===== config.mk =====
export PLATFORM = sky130hd
export DESIGN_NAME = shared_unit_arbiter
export DESIGN_NICKNAME = d
export VERILOG_FILES = /design/src/rtl/arb_pkg.sv /design/src/rtl/rr_pick.sv /design/src/rtl/shared_unit_arbiter.sv
export SDC_FILE = /design/constraint.sdc
export NUM_CORES = 1
export LEC_CHECK = 0
export ABC_AREA = 1
export BUFFER_PORTS_ARGS = -buffer_cell sky130_fd_sc_hd__buf_2
export CAP_MARGIN = 5
export CORE_MARGIN = 2
export CORE_UTILIZATION = 32
export DETAILED_ROUTE_END_ITERATION = 8
export PLACE_DENSITY = 0.67
export RECOVER_POWER = 25
export SYNTH_ARGS = -nofsm -noshare
export SYNTH_HDL_FRONTEND = slang
export SYNTH_SLANG_ARGS = --single-unit

===== constraint.sdc =====
create_clock -name clk -period 1.4 [get_ports clk]
set_input_delay 0.07 -clock clk [delete_from_list [all_inputs] [get_ports clk]]
set_output_delay 0.07 -clock clk [all_outputs]
set_load 0.02 [all_outputs]

===== src/rtl/arb_pkg.sv =====
// Shared types and sizing helpers for the shared-unit arbiter.
// Round-robin selection is enabled by defining ARB_RR_EN.
package arb_pkg;

  typedef enum logic [1:0] {
    IDLE,
    ISSUE,
    WAIT,
    DONE
  } arb_state_t;

  localparam int ARB_MAX_REQ = 8;
  localparam int ARB_CNT_W   = 4;

  function automatic int idx_w(input int n);
    return (n <= 2) ? 1 : $clog2(n);
  endfunction

endpackage


===== src/rtl/rr_pick.sv =====
// Combinational winner select: round-robin from ptr with ARB_RR_EN,
// otherwise a plain lowest-index priority encoder.
module rr_pick
  import arb_pkg::*;
#(
  parameter int N  = 4,
  parameter int IW = idx_w(N)
) (
  input  logic [N-1:0]  req,
  input  logic [IW-1:0] ptr,
  output logic [N-1:0]  win,
  output logic [IW-1:0] win_idx
);

  logic [IW-1:0] j;
  logic          found;

`ifndef ARB_RR_EN
  logic unused_ptr;
  assign unused_ptr = ^ptr;
`endif

  always_comb begin
    win     = '0;
    win_idx = '0;
    found   = 1'b0;
    j       = '0;
    for (int i = 0; i < N; i++) begin
`ifdef ARB_RR_EN
      j = IW'((i + int'(ptr)) % N);
`else
      j = IW'(i);
`endif
      if (!found && req[j]) begin
        found   = 1'b1;
        win[j]  = 1'b1;
        win_idx = j;
      end
    end
  end

endmodule


===== src/rtl/shared_unit_arbiter.sv =====
// N-way arbiter in front of one fixed-latency shared unit.
// Define ARB_RR_EN for round-robin; default build is fixed priority.
module shared_unit_arbiter
  import arb_pkg::*;
#(
  parameter int N_REQ  = 4,
  parameter int DATA_W = 32,
  parameter int LAT    = 1
) (
  input  logic                    clk,
  input  logic                    reset,
  input  logic [N_REQ-1:0]        req,
  input  logic [N_REQ*DATA_W-1:0] op_a,
  output logic [N_REQ-1:0]        gnt,
  output logic [N_REQ-1:0]        done,
  output logic [DATA_W-1:0]       rsp_data,
  output logic                    unit_start,
  output logic [DATA_W-1:0]       unit_a,
  input  logic [DATA_W-1:0]       unit_y,
  output logic                    busy
);

  localparam int IW = idx_w(N_REQ);

  arb_state_t           state, state_nx;
  logic [ARB_CNT_W-1:0] cnt, cnt_nx;
  logic [IW-1:0]        win_idx, pick_idx, ptr;
  logic [N_REQ-1:0]     pick_oh;

  rr_pick #(
    .N  (N_REQ),
    .IW (IW)
  ) u_pick (
    .req     (req),
    .ptr     (ptr),
    .win     (pick_oh),
    .win_idx (pick_idx)
  );

  always_comb begin
    state_nx = state;
    cnt_nx   = cnt;
    unique case (state)
      IDLE: begin
        if (|req) state_nx = ISSUE;
      end
      ISSUE: begin
        cnt_nx   = ARB_CNT_W'(LAT - 1);
        state_nx = (LAT == 1) ? DONE : WAIT;
      end
      WAIT: begin
        cnt_nx = cnt - 1'b1;
        if (cnt_nx == '0) state_nx = DONE;
      end
      DONE: begin
        state_nx = IDLE;
      end
    endcase
  end

  always_ff @(posedge clk or negedge reset) begin
    if (!reset) begin
      state      <= IDLE;
      cnt        <= '0;
      win_idx    <= '0;
      gnt        <= '0;
      done       <= '0;
      rsp_data   <= '0;
      unit_start <= 1'b0;
      busy       <= 1'b0;
    end else begin
      state      <= state_nx;
      cnt        <= cnt_nx;
      unit_start <= (state_nx == ISSUE);
      busy       <= (state_nx != IDLE);
      done       <= '0;
      if (state == IDLE && |req) begin
        win_idx <= pick_idx;
        gnt     <= pick_oh;
      end
      if (state == DONE) begin
        gnt      <= '0;
        done     <= gnt;
        rsp_data <= unit_y;
      end
    end
  end

`ifdef ARB_RR_EN
  always_ff @(posedge clk or negedge reset) begin
    if (!reset) begin
      ptr <= '0;
    end else if (state == DONE) begin
      ptr <= (win_idx == IW'(N_REQ - 1)) ? '0 : win_idx + 1'b1;
    end
  end
`else
  assign ptr = '0;
`endif

  // Operand mux follows the registered winner, not the live request.
  assign unit_a = (state == IDLE) ? '0
                : op_a[int'(win_idx)*DATA_W +: DATA_W];

endmodule


==> results.json <==
{
  "report.final.slew_viol_count": 0,
  "outcome": "finished with violations",
  "ys_async_sr_fraction_pct": 100,
  "syn-num-nets": 645,
  "die_w_um": 102,
  "synthCells": 474,
  "dpl_cell_area_um2": 4490,
  "crit_buf_inv": 3,
  "clock_path_buffers": 2,
  "vias_per_cell": 4.64,
  "ant_nets": 0,
  "synth_compound_area_share_pct": 17.9,
  "die_area_um2": 10500,
  "tritoncts": "done",
  "regArea_um2": 1250,
  "n_antenna_cell": 0,
  "finalSetupViolations": 32,
  "final_cell_area_um2": 5330,
  "synth_common_cells": "nor2_1 (134), nand2_1 (118), dfrtp_1 (50)",
  "critical_path.slowest_cell": "dfrtp_2",
  "crit_type": "register to output port",
  "fmax_ghz": 0.595,
  "synth_top_area_share_pct": 40.4,
  "numCtsBuffers": 5,
  "clk_latency_ps": 310,
  "final.period_utilization_pct": 120,
  "multi_input_area_um2": 1680,
  "grt_pass1_vias": 3722,
  "worst_slack_ps": -280,
  "hold_viol_final": 0,
  "fin_cells": 883,
  "ios": 240,
  "htree_levels": 2,
  "die_h_um": 102,
  "finalNetCount": 924,
  "yosysMostFrequentCell": "nor2_1",
  "fillerInstances": 878,
  "tightest_slew_ps": 663,
  "power_mw": 12.5,
  "synth_simple_gate_area_share_pct": 31.9,
  "start_util_pct": 33.2,
  "syn_to_final_growth_pct": 72.0,
  "r2r_slack_ps": 50,
  "holdCritPathClass": "primary input to register",
  "arrival_ps": 1610,
  "grt_max_degree": 51,
  "wire_per_inst_um": 14.0,
  "cp-start-kind": "register",
  "syn_avg_cell_area_um2": 6.54,
  "overflow": 0,
  "finalSetupTns_ps": -7050,
  "vias": 4099,
  "irDropWorstVdd_mv": 1.18,
  "slew_headroom_pct": 55.8,
  "drv_cap": 0,
  "synth-seq-cells": 50,
  "post-route-drc-count": 0,
  "coreArea_um2": 9330,
  "slowest_delay_ps": 420,
  "drive_above_1_share_pct": 40.8,
  "violations": "setup timing",
  "leakage_nw": 2.90,
  "synthMuxAreaShare_pct": 0,
  "crit_path_cell_trace": "buf_12 > buf_4 > nor2_1 > nor2_1 > o21ai_1 > a21oi_1 > buf_2",
  "critPathRequiredTime_ps": 1330,
  "synth_top_family_by_area": "simple AND/OR/NAND/NOR gates",
  "rsz0062_at_grt": "true",
  "cellPowerDensity_nw_per_um2": 2340,
  "path_common_cell": "nor2_1",
  "synth_edf_count": 0,
  "row_count": 35,
  "ys_seq_area_share_pct": 40.4,
  "yosys.area_share.xor_xnor_pct": 0,
  "yosys.area.top_type": "dfrtp_1",
  "synth_ff_type": "dfrtp_1",
  "ys.warnings.count": 0,
  "path_max_fanout": 8,
  "drt_iter0_markers": 186,
  "post-place-cells": 828,
  "clk_pin_slew_ps": 90,
  "grt_pass1_wl_um": 17400,
  "synth_cell_types": 20,
  "finClkSkew_ps": 8.18,
  "clockRootBuffer": "clkbuf_8",
  "synth_area_um2": 3100,
  "dp_hpwl_um": 8830,
  "pre_cts_ws_ps": 30.5,
  "crit_family": "buffers and inverters",
  "synthTopCellsByArea": "dfrtp_1 (40%), nor2_1 (16%), nand2_1 (14%)",
  "track_usage_pct": 21.2,
  "antenna_found_initial": 0,
  "synth_adder_area_share_pct": 2.02,
  "place_congestion": 0.908,
  "io_buffers": 239,
  "end_kind": "output port",
  "wirelength_um": 12400,
  "period_minus_slack_ps": 1680,
  "first_pass_iters": 5,
  "cts_sinks": 50
}
-- power by group --
group          switching (mW)  leakage [nW]  internal (mW)
clock network           0.491        0.0618          0.588
logic                    5.25          2.21           3.74
registers               0.339         0.626           2.08
total                    6.08          2.90           6.40
-- layout make-up --
type	instances	share of cell area, %
clock buffers	6	1.55
clock inverters	2	0.728
inverters	19	1.48
multi-input cells	374	31.5
flip-flops and latches	50	23.5
well taps	129	3.03
repair buffers	303	38.2
-- sequential cells by signal (all words and copies together) (netlist names) --
| signal | cells |
|---|---|
| state | 2 |
| unit_start | 1 |
| gnt | 4 |
| rsp_data | 32 |
| cnt | 4 |
| win_idx | 2 |
| done | 4 |
| busy | 1 |
-- cells in the final DEF, fill, tap and decap left out, types with 2 or more instances in the layout --
| master | Yosys | routed |
|---|---|---|
| clkbuf_8 | 0 | 6 |
| nor2_2 | 0 | 15 |
| dlygate4sd3_1 | 0 | 33 |
| nor2_1 | 134 | 118 |
| buf_2 | 10 | 209 |
| ha_1 | 5 | 3 |
| o21ai_1 | 33 | 48 |
| buf_6 | 5 | 4 |
| inv_2 | 2 | 4 |
| o21ai_0 | 38 | 23 |
| clkbuf_16 | 0 | 6 |
| nand2_1 | 118 | 117 |
| a21oi_1 | 34 | 31 |
| buf_12 | 0 | 6 |
| a21oi_2 | 0 | 3 |
| nand3_1 | 6 | 6 |
| buf_4 | 1 | 43 |
| inv_1 | 17 | 14 |
| dfrtp_1 | 50 | 49 |
| o22ai_1 | 2 | 2 |
-- worst min-delay path: stages --
cell	delay (ps)
buf_2	110
nand2_1	60
a21oi_1	60
-- stage by stage --
| stage | utilization [%] | hold WS (ps) |
|---|---|---|
| after CTS | 54.1 | 9.55 |
| after detailed placement | 48.1 | 79.2 |
| after global routing | 57.2 | 24.9 |
| after floorplan | - | -226 |
| after global placement | 48.1 | 81.3 |
| final | 57.2 | 29.5 |
-- what timing repair did --
action                                 in CTS  in global routing
pin swaps                                   0                 20
endpoints found under the hold margin      82                  0
buffers inserted                            2                  6
setup endpoints to repair                  32                 36
gates resized for setup                    32                 51
cloned                                      0                  6
hold buffers                               33                  0
-- cell families after synthesis --
| kind of cell | after synthesis |
|---|---|
| AOI/OAI and AO/OA | 109 |
| adders and majority gates | 5 |
| buffers and inverters | 50 |
| DFF | 50 |
| and+or+nand+nor | 260 |
-- metal layers --
metal / global-route usage (%) / share of wire (%)
met1: 26.0 / 41
met2: 38.1 / 50
met3: 4.04 / 7.2
met4: 5.54 / 1.6
met5: 0 / 0
-- worst paths after layout --
kind	endpoint	from	depth (start not counted)
max	unit_a[14]	win_idx[0]$_DFFE_PN0P_	7
min	gnt[0]$_DFFE_PN0P_	req[0]	3
max reg2reg	busy$_DFF_PN0_	state[0]$_DFF_PN0_	5
min reg2reg	rsp_data[25]$_DFFE_PN0P_	rsp_data[25]$_DFFE_PN0P_	2
max in group asynchronous	win_idx[0]$_DFFE_PN0P_	reset	3
min in group asynchronous	rsp_data[12]$_DFFE_PN0P_	reset	3
(Power assumes the default switching activity.)
